[config.mk]
export PLATFORM = sky130hd
export DESIGN_NAME = inst_fetch_unit
export DESIGN_NICKNAME = d
export VERILOG_FILES = /design/src/rtl/inst_fetch_unit.sv
export SDC_FILE = /design/constraint.sdc
export NUM_CORES = 1
export LEC_CHECK = 0
export BUFFER_PORTS_ARGS = -buffer_cell sky130_fd_sc_hd__buf_2
export CAP_MARGIN = 0
export CORE_MARGIN = 2
export CORE_UTILIZATION = 35
export DETAILED_ROUTE_END_ITERATION = 12
export HOLD_SLACK_MARGIN = 0.1
export PLACE_DENSITY = 0.66
export SKIP_CTS_REPAIR_TIMING = 1
export SLEW_MARGIN = 20
export SYNTH_ARGS = -nofsm -noshare
export SYNTH_HDL_FRONTEND = slang
export SYNTH_SLANG_ARGS = --single-unit
[constraint.sdc]
create_clock -name clk -period 2.5 [get_ports clk]
set_input_delay 0.25 -clock clk [delete_from_list [all_inputs] [get_ports clk]]
set_output_delay 0.25 -clock clk [all_outputs]
set_load 0.05 [all_outputs]
[src/rtl/inst_fetch_unit.sv]
// -----------------------------------------------------------------------------
// inst_fetch_unit
// Instruction fetch stage feeding the control decoder. Holds the PC, issues a
// single outstanding request to instruction memory, registers the returned
// word together with its PC and presents it to decode with valid/ready.
// Branch/jump redirects from execute reload the PC and squash any in-flight or
// held instruction.
//
// state  | meaning
// -------+---------------------------------------------------------------
// FETCH  | request outstanding at pc, waiting for imem_ready
// HOLD   | instruction registered, waiting for decode to accept it
//
// Ports:
//   clk, rst        clock, synchronous active-high reset
//   imem_req/addr   fetch request (level) and address to instruction memory
//   imem_rdata      instruction word, valid when imem_ready=1
//   imem_ready      memory response strobe
//   inst_out/pc_out registered instruction and its PC to decode
//   inst_valid      inst_out/pc_out valid
//   inst_ready      decode accepts inst_out
//   redirect_valid  taken branch/jump pulse, redirect_pc is the target
//   misalign_err    one-cycle pulse when the redirect target is not word aligned
// -----------------------------------------------------------------------------
module inst_fetch_unit #(
   parameter logic [31:0] RESET_PC = 32'h0000_0000,
   parameter logic [31:0] PC_STEP  = 32'd4
) (
   input  logic        clk,
   input  logic        rst,
   output logic        imem_req,
   output logic [31:0] imem_addr,
   input  logic [31:0] imem_rdata,
   input  logic        imem_ready,
   output logic [31:0] inst_out,
   output logic [31:0] pc_out,
   output logic        inst_valid,
   input  logic        inst_ready,
   input  logic        redirect_valid,
   input  logic [31:0] redirect_pc,
   output logic        misalign_err
);

   localparam logic [31:0] NOP = 32'h0000_0013;

   typedef enum logic {
      ST_FETCH = 1'b0,
      ST_HOLD  = 1'b1
   } state_t;

   state_t      state;
   state_t      state_nxt;
   logic [31:0] pc;

   // State register and datapath
   always_ff @(posedge clk) begin
      if (rst) begin
         state        <= ST_FETCH;
         pc           <= RESET_PC;
         inst_out     <= NOP;
         pc_out       <= 32'h0000_0000;
         inst_valid   <= 1'b0;
         misalign_err <= 1'b0;
      end else begin
         state        <= state_nxt;
         misalign_err <= redirect_valid && (redirect_pc[1:0] != 2'b00);
         // Redirect outranks both a memory response and a decode accept:
         // the response is dropped and the held instruction is squashed.
         if (redirect_valid) begin
            pc         <= {redirect_pc[31:2], 2'b00};
            inst_valid <= 1'b0;
         end else begin
            case (state)
               ST_FETCH: begin
                  if (imem_ready) begin
                     inst_out   <= imem_rdata;
                     pc_out     <= pc;
                     inst_valid <= 1'b1;
                  end
               end
               ST_HOLD: begin
                  if (inst_valid && inst_ready) begin
                     pc         <= pc + PC_STEP;
                     inst_valid <= 1'b0;
                  end
               end
               default: begin
                  inst_valid <= 1'b0;
               end
            endcase
         end
      end
   end

   // Next-state logic
   always_comb begin
      state_nxt = state;
      if (redirect_valid) begin
         state_nxt = ST_FETCH;
      end else begin
         case (state)
            ST_FETCH: if (imem_ready)                state_nxt = ST_HOLD;
            ST_HOLD:  if (inst_valid && inst_ready)  state_nxt = ST_FETCH;
            default:                                 state_nxt = ST_FETCH;
         endcase
      end
   end

   // Memory-side outputs are pure decodes of registered state, so nothing
   // from decode or execute reaches imem_req/imem_addr combinationally.
   always_comb begin
      imem_req  = (state == ST_FETCH);
      imem_addr = pc;
   end

endmodule

==> run summary, run 1 <==
Initial antenna violation count -> 0
TritonCTS buffer count -> 9
Crit path max fanout -> 12
Drt via density -> 5.14
# rows -> 39
Library cells used by synthesis -> 42
Critical Path RT -> 2.75 ns
RSZ-0062 raised after global routing -> false
Via Count -> 4068
Diodes inserted -> 0
GRT busiest layer -> met2
Mapped Cells -> 505
Setup TNS Final -> 0 ns
R2R depth -> 5
Max-Cap Viols -> 0
CTS Buffer Depth -> 2
Synth Warn # -> 0
Antenna viol nets, final -> 0
Area growth, synth to finish -> 29.2%
Met1 Use GR -> 0.240
Most common cell in the netlist -> nand2_1
Multi-input gate area -> 1930 sq um
Post-synth EDFFs -> 0
Largest cells by area after synthesis -> dfxtp_1 (47%), nand2_1 (13%), a21oi_1 (7.4%)
Worst Setup EP -> imem_addr[18]
DRT Wirelength -> 11600 microns
Hold slack -> 0.104 ns
FFs w/ async S/R, synth -> 0
Fin. Hold Viols -> 0
DP Wirelength -> 8150 microns
PortBufs -> 163
# clock sinks -> 95
Total net switching power -> 1.10 mW
Met3 usage -> 0.0397
Total gr overflow -> 0
Clock skew -> 0.0101 ns
Startpoint types -> flop
Die Y -> 111 microns
Share of cells above drive strength 1 -> 0.289
Routability Congestion -> 0.816
Max VDD drop -> 0.400 mV
Global Route Usage Sum -> 0.181
First-pass GRT wire length -> 18400 microns
Pleak -> 2.20 nW
CTS tree -> built
Worst reg2reg endpoint -> imem_addr[18]
Synth area leader -> dfxtp_1
Clk Latency, worst-skew pair -> 0.34 ns
DRT Pass-1 Iters -> 4
Syn_area_per_cell -> 7.99 sq um
Register area -> 1900 sq um
Sequential area share after synthesis -> 0.471
Setup crit end kind -> flop
Fin crit period -> 2.10 ns
Root Driver -> clkbuf_16
DRT iter0 DRCs -> 308
Status -> finished clean
Initial Util -> 0.357
Top-Level Pins -> 168
Crit path from -> imem_addr[2]
Hold Crit Class -> input port to flop
Period utilisation layout -> 0.841
Clock power share -> 0.395
Cell internal pwr -> 2.68 mW
Fill cells -> 1156
Power density over cell area -> 724 nW/um^2
Seq cells post-synth -> 95
Synth top area share -> 0.471
Die width -> 111 microns
Vias in the first global route -> 3727
Core ar. -> 11300 sq um
Synth cell count leaders -> nand2_1 (140), dfxtp_1 (95), a21oi_1 (60), clkbuf_1 (33), nor2_1 (29)
# DRC -> 0
Switching Share -> 0.291
Worst slew pin tran -> 0.686 ns
Grt met2 use -> 0.298
Mapped cell area -> 4040 sq um
Critical path class -> flop to flop
CP arrival -> 2.35 ns
R2R Setup Slk -> 0.40 ns
Nets -> 713
Routed len/inst -> 14.7 microns
Final setup fails -> 0
Predominant post-synthesis flop cell -> dfxtp_1
Sequential power share -> 0.442
H-Tree Depth -> 3
R2R Path Start -> imem_addr[2]
Worst slew margin -> 0.543
Largest net degree at the start of global routing -> 63
Reg clk slew, reported paths -> 0.06 ns
Achievable frequency -> 0.476 GHz
Final Max Tran Viols -> 0
Logic pwr share -> 0.163
Die area -> 12400 sq um
==> state kept, by name, indices dropped and copies added (netlist names) <==
signal / flops
imem_addr: 30
inst_out: 32
inst_valid: 1
misalign_err: 1
pc_out: 30
state: 1
==> metal layers <==
layer	wire [microns]	share of wire	vias up
met5	0	0	-
met1	5320	0.46	1899
met3	560	0.048	17
met4	209	0.018	0
li1	-	-	2042
met2	5550	0.48	110
==> worst min path at each step <==
stage                               from           end  depth (start not counted)  slack, ns
after global routing      redirect_pc[0]  misalign_err                          2       0.11
after global placement      inst_out[26]  inst_out[26]                          2       0.44
final                     redirect_pc[0]  misalign_err                          2       0.10
after detailed placement    inst_out[31]  inst_out[31]                          2       0.44
after CTS                 redirect_pc[0]  misalign_err                          2        0.1
after floorplan           redirect_pc[0]  misalign_err                          1       0.36
==> cells by family after synthesis <==
kind of cell,synth area share
buf+inv,0.0555
compound gates,0.179
other cells,0.000929
simple gates,0.268
flops,0.471
xor+xnor,0.0217
fa+ha+maj,0.00310
==> placed cells by master, fill, tap and decap left out, types with 12 or more instances in the layout <==
cell / instances
a311oi_1: 13
or4_1: 14
dfxtp_1: 95
nand2_1: 140
buf_2: 162
nor2_1: 29
a211oi_1: 12
a21oi_1: 60
==> worst max-delay path, stage by stage (launching register included) <==
cell and delay, ns:
dfxtp_1 0.43, ha_1 0.23, and4_1 0.35, nand2_1 0.27, or4_1 0.47, a311oi_1 0.26
==> power by group through the flow <==
stage / clock, mW / combinational [mW] / sequential (mW)
after floorplan: 0 / 0.192 / 1.94
after global placement: 0 / 0.611 / 1.69
after detailed placement: 0 / 0.616 / 1.70
after CTS: 1.53 / 0.618 / 1.67
after global routing: 1.60 / 0.652 / 1.68
final: 1.49 / 0.615 / 1.67
==> stage by stage <==
stage	power [mW]	cell area (sq um)	setup slack, ns	cells	utilization
final	3.78	5220	0.398	791	0.461
after global routing	3.93	5220	0.210	791	0.461
after CTS	3.81	5210	0.410	791	0.460
after global placement	2.31	4890	0.533	775	0.432
after detailed placement	2.32	4890	0.429	775	0.432
after floorplan	2.13	4050	0.267	508	-
==> final cells by class <==
cell class / instances / area share
Clock buffer: 13 / 0.0499
Sequential cell: 95 / 0.365
Timing Repair Buffer: 168 / 0.164
Multi-Input combinational cell: 363 / 0.370
Tap cell: 143 / 0.0343
Clock inverter: 3 / 0.0125
Inverter: 6 / 0.00432
Note: power is estimated with default switching activity, not from simulation.
==> run 2: changes to the inputs <==
--- a/config.mk
+++ b/config.mk
@@ -5,6 +5,7 @@
 export SDC_FILE = /design/constraint.sdc
 export NUM_CORES = 1
 export LEC_CHECK = 0
+export ABC_AREA = 1
 export BUFFER_PORTS_ARGS = -buffer_cell sky130_fd_sc_hd__buf_2
 export CAP_MARGIN = 0
 export CORE_MARGIN = 2
==> constraint.sdc (replaced) <==
create_clock -name clk -period 2.05 [get_ports clk]
set_input_delay 0.205 -clock clk [delete_from_list [all_inputs] [get_ports clk]]
set_output_delay 0.205 -clock clk [all_outputs]
set_load 0.05 [all_outputs]
==> run summary, run 2 <==
DRT Wirelength -> 13400 microns
Die width -> 115 microns
Routed len/inst -> 13.7 microns
Fin crit period -> 1.61 ns
Predominant post-synthesis flop cell -> dfxtp_1
Fill cells -> 1256
Final setup fails -> 0
DRT iter0 DRCs -> 226
Nets -> 879
# rows -> 40
Final Max Tran Viols -> 0
Critical path class -> flop to flop
H-Tree Depth -> 3
Multi-input gate area -> 2110 sq um
Placed Cells -> 945
Crit path max fanout -> 6
Diodes inserted -> 0
Initial antenna violation count -> 0
Share of cells above drive strength 1 -> 0.258
Via Count -> 4603
Die area -> 13300 sq um
Mapped Cells -> 635
# clock sinks -> 95
Sequence of cells on the critical path -> ha_1 > nand2_1 > nor2_4 > nand2_1 > nor2_2 > nand3_1 > nand3_1 > a21oi_1
Drt via density -> 4.69
Worst hold endpoint -> inst_out[1]
DP Wirelength -> 9620 microns
Library cells used by synthesis -> 32
Syn_area_per_cell -> 6.85 sq um
Most frequent cells in the layout -> buf_2 (163), nand2_1 (128), nor2_1 (118)
Power density over cell area -> 809 nW/um^2
Initial Util -> 0.360
Biggest register -> inst_out
Startpoint types -> flop
Total gr overflow -> 0
Pleak -> 2.72 nW
Root Driver -> clkbuf_16
Achievable frequency -> 0.620 GHz
Reg clk slew, reported paths -> 0.06 ns
Setup TNS Final -> 0 ns
CTS tree -> built
Synth Warn # -> 0
Vias in the first global route -> 4230
Status -> finished clean
Top-Level Pins -> 168
Clock skew -> 0.00552 ns
Most common cell after layout, fill and taps aside -> buf_2
Synth area leader -> dfxtp_1
FFs w/ async S/R, synth -> 0
Area growth, synth to finish -> 34.1%
Period utilisation layout -> 0.787
Crit path from -> imem_addr[3]
Global Route Usage Sum -> 0.199
CP max stage cell -> dfxtp_1
Synth top area share -> 0.437
First-pass GRT wire length -> 20800 microns
R2R depth -> 8
Slowest stage delay, CP -> 0.42 ns
Clk Latency, worst-skew pair -> 0.35 ns
R2R Path Start -> imem_addr[3]
Hold Crit Class -> input port to flop
Post-synth EDFFs -> 0
Max VDD drop -> 0.445 mV
Largest cells by area after synthesis -> dfxtp_1 (44%), nand2_1 (11%), nor2_1 (10%)
Routability Congestion -> 0.900
CP arrival -> 1.84 ns
Sequential area share after synthesis -> 0.437
WHS Path Cells -> 3
Core ar. -> 12100 sq um
Die Y -> 115 microns
Worst reg2reg endpoint -> imem_addr[24]
Seq cells post-synth -> 95
Max FFs per register -> 32
Critical Path RT -> 2.28 ns
# DRC -> 0
Largest net degree at the start of global routing -> 47
Fin. Hold Viols -> 0
RSZ-0062 raised after global routing -> false
Most common cell in the netlist -> nand2_1
Max-Cap Viols -> 0
Worst hold start -> imem_rdata[1]
Tot Pwr -> 4.72 mW
Antenna viol nets, final -> 0
Mapped cell area -> 4350 sq um
Synth cell count leaders -> nand2_1 (128), nor2_1 (119), dfxtp_1 (95), o21ai_0 (84), inv_1 (48)
Register area -> 1900 sq um
TritonCTS buffer count -> 9
Final instance count without filler cells -> 981
PortBufs -> 163
R2R Setup Slk -> 0.44 ns
Setup crit end kind -> flop
CTS Buffer Depth -> 2
DRT Pass-1 Iters -> 5
-- run 2: worst max-delay path by stage --
stage	slack, ns	to	depth (start not counted)
final	0.44	imem_addr[24]	8
after global routing	0.19	imem_addr[30]	10
after CTS	0.43	imem_addr[24]	9
after detailed placement	0.45	imem_addr[30]	10
after global placement	0.51	imem_addr[24]	9
after floorplan	0.21	imem_addr[30]	10
-- run 2: area by class of cell --
| type | instances | share of cell area |
|---|---|---|
| multi-input cells | 459 | 0.363 |
| flip-flops and latches | 95 | 0.326 |
| well taps | 168 | 0.0361 |
| clock inverters | 3 | 0.00730 |
| repair buffers | 195 | 0.192 |
| clock buffers | 12 | 0.0440 |
| inverters | 49 | 0.0316 |
-- run 2: through the flow --
stage          utilization  hold WS [ns]  worst slack, ns  instance area, sq um
6_report             0.483        0.0716            0.436                  5830
5_1_grt              0.483         0.101            0.189                  5830
4_1_cts              0.466        0.0581            0.426                  5620
3_5_place_dp         0.441         0.424            0.447                  5320
3_3_place_gp         0.441         0.419            0.514                  5320
2_1_floorplan            -         0.332            0.206                  4360
-- run 2: critical path, delay by kind of cell (launching register included) --
family,cells,cell delay [ns]
fa+ha+maj,1,0.24
simple gates,6,0.77
compound gates,1,0.06
flops,1,0.42
-- run 2: cell families (layout without fill, tap and decap cells) --
group	count (synthesis)	after routing	share of synthesized area
AOI/OAI and AO/OA	138	138	0.165
xor gates and xnor gates	4	4	0.00806
adders and majority gates	1	1	0.00288
buffers and inverters	84	259	0.0809
DFF	95	95	0.437
muxes	1	1	0.00230
other	1	4	0.000862
and+or+nand+nor	311	311	0.303
-- run 2: per-layer routing --
| layer | vias to the layer above | part of all wire | track usage |
|---|---|---|---|
| met3 | 24 | 0.071 | 0.0560 |
| met4 | 0 | 0.020 | 0.0667 |
| met2 | 148 | 0.47 | 0.329 |
| met1 | 2049 | 0.44 | 0.251 |
| met5 | - | 0 | 0 |
| li1 | 2382 | - | - |
-- run 2: power by group --
| part | switching, mW | internal (mW) |
|---|---|---|
| clock network | 0.698 | 1.00 |
| registers | 0.0887 | 1.96 |
| logic | 0.710 | 0.253 |
| total | 1.50 | 3.22 |
==> run 3: changes to the inputs <==
--- a/config.mk
+++ b/config.mk
@@ -12,7 +12,7 @@
 export CORE_UTILIZATION = 35
 export DETAILED_ROUTE_END_ITERATION = 12
 export HOLD_SLACK_MARGIN = 0.1
-export PLACE_DENSITY = 0.66
+export PLACE_DENSITY = 0.68
 export SKIP_CTS_REPAIR_TIMING = 1
 export SLEW_MARGIN = 20
 export SYNTH_ARGS = -nofsm -noshare
==> constraint.sdc (replaced) <==
create_clock -name clk -period 1.4 [get_ports clk]
set_input_delay 0.14 -clock clk [delete_from_list [all_inputs] [get_ports clk]]
set_output_delay 0.14 -clock clk [all_outputs]
set_load 0.05 [all_outputs]
==> run summary, run 3 (same netlist as run 2, synthesis figures left out) <==
DRT Pass-1 Iters -> 5
First-pass GRT wire length -> 22300 microns
Crit path max fanout -> 5
Fin crit period -> 1.45 ns
Fill cells -> 1186
H-Tree Depth -> 3
DRT Wirelength -> 14900 microns
Most frequent cells in the layout -> buf_2 (163), nand2_1 (118), nor2_1 (107)
Critical path class -> flop to flop
Total net switching power -> 2.28 mW
Pleak -> 3.01 nW
Via Count -> 4905
Cell internal pwr -> 4.70 mW
Placed Cells -> 970
Dpl ws -> -0.0109 ns
Switching Share -> 0.327
Antenna viol nets, final -> 0
Max FFs per register -> 32
Setup crit end kind -> flop
Max VDD drop -> 0.529 mV
Hold Crit Class -> input port to flop
Tot Pwr -> 6.99 mW
RSZ-0062 raised after global routing -> true
Power density over cell area -> 1080 nW/um^2
Startpoint types -> flop
Max-Cap Viols -> 0
CTS tree -> built
Core ar. -> 12100 sq um
# rows -> 40
Root Driver -> clkbuf_16
Vias in the first global route -> 4404
CTS Buffer Depth -> 2
Sequence of cells on the critical path -> ha_4 > nand2_4 > nor2_4 > nand2_4 > nor2_4 > nand2_1 > nand2_1 > nand3_1 > a21oi_1
Biggest register -> inst_out
Worst Slack Setup Final -> -0.0506 ns
# DRC -> 0
Initial Util -> 0.360
Period utilisation layout -> 1.04
TritonCTS buffer count -> 9
Nets -> 930
Status -> finished with violations
PortBufs -> 163
Largest net degree at the start of global routing -> 34
Area growth, synth to finish -> 48.7%
Total gr overflow -> 0
Die width -> 115 microns
Routability Congestion -> 0.895
Die area -> 13300 sq um
DP Wirelength -> 10500 microns
Initial antenna violation count -> 0
Top-Level Pins -> 168
Critical Path RT -> 1.68 ns
Die Y -> 115 microns
Global Route Usage Sum -> 0.214
Logic pwr share -> 0.223
Final instance count without filler cells -> 1033
Achievable frequency -> 0.689 GHz
Share of cells above drive strength 1 -> 0.347
Fin. Hold Viols -> 0
Routed len/inst -> 14.4 microns
Failing checks -> negative setup slack
R2R Setup Slk -> -0.05 ns
Reg clk slew, reported paths -> 0.07 ns
CP max stage cell -> dfxtp_4
Final Max Tran Viols -> 0
Slowest stage delay, CP -> 0.37 ns
Sequential power share -> 0.429
Drt via density -> 4.75
Clock skew -> 0.00591 ns
Clock power share -> 0.348
# clock sinks -> 95
CP arrival -> 1.73 ns
Most common cell after layout, fill and taps aside -> buf_2
Clk Latency, worst-skew pair -> 0.35 ns
DRT iter0 DRCs -> 339
Final setup fails -> 2
Diodes inserted -> 0
run 3: changes by cell type in the layout (fill, tap and decap cells not counted), moves of 4 or more:
cell | previous run | this run
dfxtp_4 | 0 | 14
dfxtp_1 | 95 | 65
nand2_2 | 4 | 12
nor2_1 | 118 | 107
dfxtp_2 | 0 | 16
dlygate4sd3_1 | 21 | 39
nand2_1 | 128 | 118
buf_4 | 10 | 41
nor2_4 | 7 | 14
nor2_2 | 5 | 9
run 3: worst paths after layout:
kind / cells past startpoint / end / start
setup / recovery: 9 / imem_addr[20] / imem_addr[3]
hold / removal: 3 / inst_valid / imem_ready
setup reg to reg: 9 / imem_addr[20] / imem_addr[3]
hold reg to reg: 2 / inst_out[0] / inst_out[0]
run 3: area by class of cell:
| type | count | area (sq um) | area share |
|---|---|---|---|
| multi-input combinational | 459 | 2240 | 0.346 |
| sequential | 95 | 1970 | 0.305 |
| clock inverter | 7 | 63.8 | 0.00987 |
| clock buffer | 9 | 225 | 0.0348 |
| timing repair buffer | 246 | 1570 | 0.242 |
| inverter | 49 | 188 | 0.0290 |
| tap | 168 | 210 | 0.0325 |
run 3: power groups by stage:
stage | Combinational (mW) | Clock [mW] | Sequential [mW]
after floorplan | 0.402 | 0 | 3.64
after global placement | 1.44 | 0 | 3.05
after detailed placement | 1.44 | 0 | 3.05
after CTS | 1.45 | 2.49 | 3.00
after global routing | 1.67 | 2.63 | 3.02
final | 1.56 | 2.43 | 3.00
run 3: through the flow:
stage	hold WS [ns]	utilization	TNS, ns	instance area, sq um
2_1_floorplan	0.267	-	-0.0135	4450
3_3_place_gp	0.356	0.465	0	5600
3_5_place_dp	0.359	0.465	-0.0109	5600
4_1_cts	-0.00665	0.489	-0.0842	5890
5_1_grt	0.114	0.536	-0.977	6470
6_report	0.0778	0.536	-0.0953	6470
run 3: critical path: cells and delay by family, from the launching register on:
family | cells | cell delay [ns]
AO/OA/AOI/OAI | 1 | 0.14
flip-flops | 1 | 0.37
adder cells (fa/ha/maj) | 1 | 0.16
AND/OR/NAND/NOR | 7 | 0.71
run 3: routing by layer:
layer	GRT usage	vias up	routed length (microns)
li1	-	2489	-
met4	0.0827	0	261
met2	0.341	189	7090
met5	0	-	0
met3	0.0502	14	1100
met1	0.283	2213	6460
